==> config.mk <==
export PLATFORM = sky130hd
export DESIGN_NAME = usb_rx_rcu
export DESIGN_NICKNAME = d
export VERILOG_FILES = /design/src/rtl/usb_rx_rcu.sv
export SDC_FILE = /design/constraint.sdc
export NUM_CORES = 1
export LEC_CHECK = 0
export BUFFER_PORTS_ARGS = -buffer_cell sky130_fd_sc_hd__buf_2
export CORE_AREA = 2 2 56 58
export DETAILED_ROUTE_END_ITERATION = 12
export DIE_AREA = 0 0 58 60
export PLACE_DENSITY = 0.73
export SLEW_MARGIN = 0
export SYNTH_ARGS = -nofsm -noshare
export SYNTH_HDL_FRONTEND = slang
export SYNTH_SLANG_ARGS = --single-unit
==> constraint.sdc <==
create_clock -name clk -period 1.4 [get_ports clk]
set_input_delay 0.07 -clock clk [delete_from_list [all_inputs] [get_ports clk]]
set_output_delay 0.07 -clock clk [all_outputs]
set_load 0.02 [all_outputs]
==> src/rtl/usb_rx_rcu.sv <==
// Receiver control unit for the USB RX path: validates SYNC/PID, strobes one
// FIFO write per payload byte, bounds payload length and sequences EOP.
module usb_rx_rcu #(
  parameter int MAX_BYTES = 64
) (
  input  logic       clk,
  input  logic       rst,
  input  logic       d_edge,
  input  logic       eop,
  input  logic       byte_received,
  input  logic [7:0] rcv_data,
  output logic       rcving,
  output logic       w_enable,
  output logic [7:0] wr_data,
  output logic [3:0] rx_pid,
  output logic [6:0] byte_count,
  output logic       rx_done,
  output logic       r_error
);

  localparam logic [6:0] MAX_CNT = 7'(MAX_BYTES);

  typedef enum logic [2:0] {
    IDLE,
    SYNC,
    PID,
    DATA,
    STORE,
    EOP_WAIT,
    DONE,
    ERR
  } state_t;

  state_t state, next_state;
  logic   err_eop_seen;
  logic   capture_pid;
  logic   capture_byte;
  logic   pid_ok;

  assign pid_ok = (rcv_data[7:4] == ~rcv_data[3:0]);

  // eop has priority over a coincident byte in every receiving state
  always_comb begin
    next_state   = state;
    capture_pid  = 1'b0;
    capture_byte = 1'b0;
    case (state)
      IDLE:     if (d_edge) next_state = SYNC;
      SYNC: begin
        if (eop) next_state = ERR;
        else if (byte_received) next_state = (rcv_data == 8'h80) ? PID : ERR;
      end
      PID: begin
        if (eop) next_state = ERR;
        else if (byte_received) begin
          if (pid_ok) begin
            capture_pid = 1'b1;
            next_state  = DATA;
          end else begin
            next_state = ERR;
          end
        end
      end
      DATA: begin
        if (eop) next_state = EOP_WAIT;
        else if (byte_received) begin
          if (byte_count == MAX_CNT) begin
            next_state = ERR;
          end else begin
            capture_byte = 1'b1;
            next_state   = STORE;
          end
        end
      end
      STORE:    next_state = DATA;
      EOP_WAIT: if (!eop) next_state = DONE;
      DONE:     next_state = IDLE;
      ERR:      if (err_eop_seen && !eop) next_state = IDLE;
      default:  next_state = IDLE;
    endcase
  end

  always_ff @(posedge clk) begin
    if (rst) begin
      state        <= IDLE;
      err_eop_seen <= 1'b0;
      wr_data      <= 8'h00;
      rx_pid       <= 4'h0;
      byte_count   <= 7'd0;
      r_error      <= 1'b0;
    end else begin
      state <= next_state;
      if (state == IDLE && d_edge) begin
        r_error    <= 1'b0;
        byte_count <= 7'd0;
      end
      // ERR may only exit after eop has been observed high, then low
      if (next_state == ERR && state != ERR) begin
        r_error      <= 1'b1;
        err_eop_seen <= 1'b0;
      end else if (state == ERR && eop) begin
        err_eop_seen <= 1'b1;
      end
      if (capture_pid) rx_pid <= rcv_data[3:0];
      if (capture_byte) wr_data <= rcv_data;
      if (state == STORE) byte_count <= byte_count + 7'd1;
    end
  end

  assign rcving   = (state != IDLE) && (state != DONE);
  assign w_enable = (state == STORE);
  assign rx_done  = (state == DONE);

endmodule

==> impl_metrics.ini <==
[worst_setup_path]
start_kind = flop
crit_type = flop to flop
required_ns = 1.63
crit_chain = buf_12, buf_4, and3_4, o21ai_2, o32a_1, o211ai_1, o31ai_1
crit_fanout = 7
cp_slowest_stage_delay_ns = 0.39
end_kind = flop
path_buf_inv = 2
cpMaxStageDelayCell = dfxtp_4
cp.arrival_ns = 1.82
cp_top_family = compound AO/OA/AOI/OAI gates

[final_layout]
final_cell_mix = buf_2, buf_4, nor2_1
finish.utilization = 0.687
nFillCells = 248
drive_gt1_frac = 0.526
nets = 231
finalNonFillerCells = 248
antennaDiodeCount = 0
layout_commonest_cell = buf_2
syn_to_final_growth_pct = 55.1

[die]
die_area_um2 = 3480
die_y_um = 60
die-width_um = 58
num_rows = 20
core_um2 = 2900
pin_count = 36
start_util = 0.443

[routing]
drtPass1Iterations = 4
via_per_inst = 5.45
wire_per_inst_um = 14.6
ant_nets = 0
drc = 0
routed_wl_um = 3610
drt_iter0_drc = 40
vias = 1351

[logic_synthesis]
synth_warnings = 0
synthFlopType = dfxtp_1
syn-num-nets = 162
yosysTopAreaCell = dfxtp_1
synth_cell_types = 43
synth_seq_area_share = 0.374
async_flop_share = 0
synth_edf_count = 0
synth_cells = 147
synth_area_leaders = dfxtp_1, mux2i_1, nor2_1
synth_area_um2 = 1280
yosysTopAreaCellShare = 0.374
ys_seq_elements = 24
postSynthAreaPerCell_um2 = 8.74

[clock_network]
htreeDepth = 1
clkSinkCount = 24
cts-root-buf = clkbuf_4
clkLatencyLatePin_ns = 0.31
cts_buffers = 3
tritoncts = built
clk_path_buf_depth = 2
clk_pin_slew_worst_paths_ns = 0.14

[power_and_ir_drop]
peakVddDrop_mv = 0.952
p_total_w = 0.00286
p_per_area_nw_per_um2 = 1440
p_leak_nw = 0.940

[worst_hold_path]
min_path_type = input port to flop

[run]
drv_cap = 0

[sta]
finClkSkew_ns = 0.0105
rsz0062_at_grt = yes
period_share = 1.13
fmax_mhz = 631
setup_slack_ns = -0.186
tightestPinTransition_ns = 0.571
slew_headroom = 0.614
hold_violations = 0
setup_viol = 21
slew_viol_final = 0
period_minus_slack_ns = 1.59

[global_routing]
grt_max_degree = 16
grtUsageTotal = 0.220
grt_pass1_wl_um = 5990
grt_overflow = 0
antenna_found_initial = 0
grt_pass1_vias = 1349

[placed_design]
dp_hpwl_um = 2670
gp_congestion = 0.866
place_inst = 237
port_buffers = 35

[run_status]
violations = setup timing
outcome = complete, but fails checks
-- metal layers --
layer / share of wire / global-route usage / vias to the layer above
met3: 0.050 / 0.0390 / 6
met2: 0.53 / 0.435 / 46
met5: 0 / 0 / -
met1: 0.40 / 0.241 / 638
li1: - / - / 661
met4: 0.012 / 0.0498 / 0
-- final timing paths --
path,from,end,slack (ns),cells after the start
max,state[2]$_SDFF_PP0_,r_error$_SDFFE_PP0P_,-0.19,7
min reg2reg,r_error$_SDFFE_PP0P_,r_error$_SDFFE_PP0P_,0.49,2
max reg2reg,state[2]$_SDFF_PP0_,r_error$_SDFFE_PP0P_,-0.19,7
min,rst,byte_count[1]$_SDFFE_PP0P_,0.02,2
-- cells by family after synthesis --
kind of cell,after synthesis,synth area share
adder cells (fa/ha/maj),2,0.0195
buffers and inverters,15,0.0545
AND/OR/NAND/NOR,59,0.253
multiplexers,15,0.119
AO/OA/AOI/OAI,28,0.153
flip-flops,24,0.374
XOR/XNOR,4,0.0273
-- state kept, by name, summed over array words and instances, names as in the netlist --
register	count
byte_count	7
rx_pid	4
state	3
wr_data	8
err_eop_seen	1
r_error	1
-- cell type report --
| cell class | count | area (um^2) | area share |
|---|---|---|---|
| inverter | 7 | 33.8 | 0.0169 |
| sequential | 24 | 497 | 0.249 |
| clock inverter | 1 | 30.0 | 0.0151 |
| timing repair buffer | 72 | 504 | 0.253 |
| clock buffer | 3 | 22.5 | 0.0113 |
| tap | 33 | 41.3 | 0.0207 |
| multi-input combinational | 108 | 865 | 0.434 |
-- worst reg2reg max path, cell delays in order, from the launching register on --
cell,delay [ns]
dfxtp_4,0.39
buf_12,0.13
buf_4,0.16
and3_4,0.18
o21ai_2,0.10
o32a_1,0.21
o211ai_1,0.12
o31ai_1,0.23
-- power breakdown --
part / switching, W / leakage, nW / internal, W
combinational: 0.000766 / 0.715 / 0.000761
sequential: 0.0000646 / 0.197 / 0.000767
clock: 0.000214 / 0.0279 / 0.000289
-- timing repair --
item,4_1_cts,5_1_grt
endpoints found under the setup margin,25,27
resized for setup,27,15
pin swaps,9,16
setup buffers,5,3
hold buffers,0,0
-- synthesized netlist by cell type (all sizes together) (2+ instances only) --
cell and number:
a211oi 2, a21oi 9, buf 6, clkbuf 2, dfxtp 24, ha 2, inv 7, mux2 2
mux2i 13, nand2 8, nand3 6, nand3b 3, nand4 3, nor2 26, nor2b 2, nor3 2
nor4 2, nor4b 2, o21ai 4, o31ai 2, xor2 4
-- metrics by stage --
step	setup slack (ns)	TNS, ns	hold WS, ns	cell area, um^2
after global routing	-0.303	-4.47	0.0127	1990
after floorplan	-0.0648	-0.912	0.176	1330
after global placement	-0.134	-1.36	0.364	1730
after detailed placement	-0.154	-2.21	0.386	1730
final	-0.186	-2.76	0.0238	1990
after CTS	-0.172	-2.67	0.0404	1920
Power figures use the tool's default switching activity.
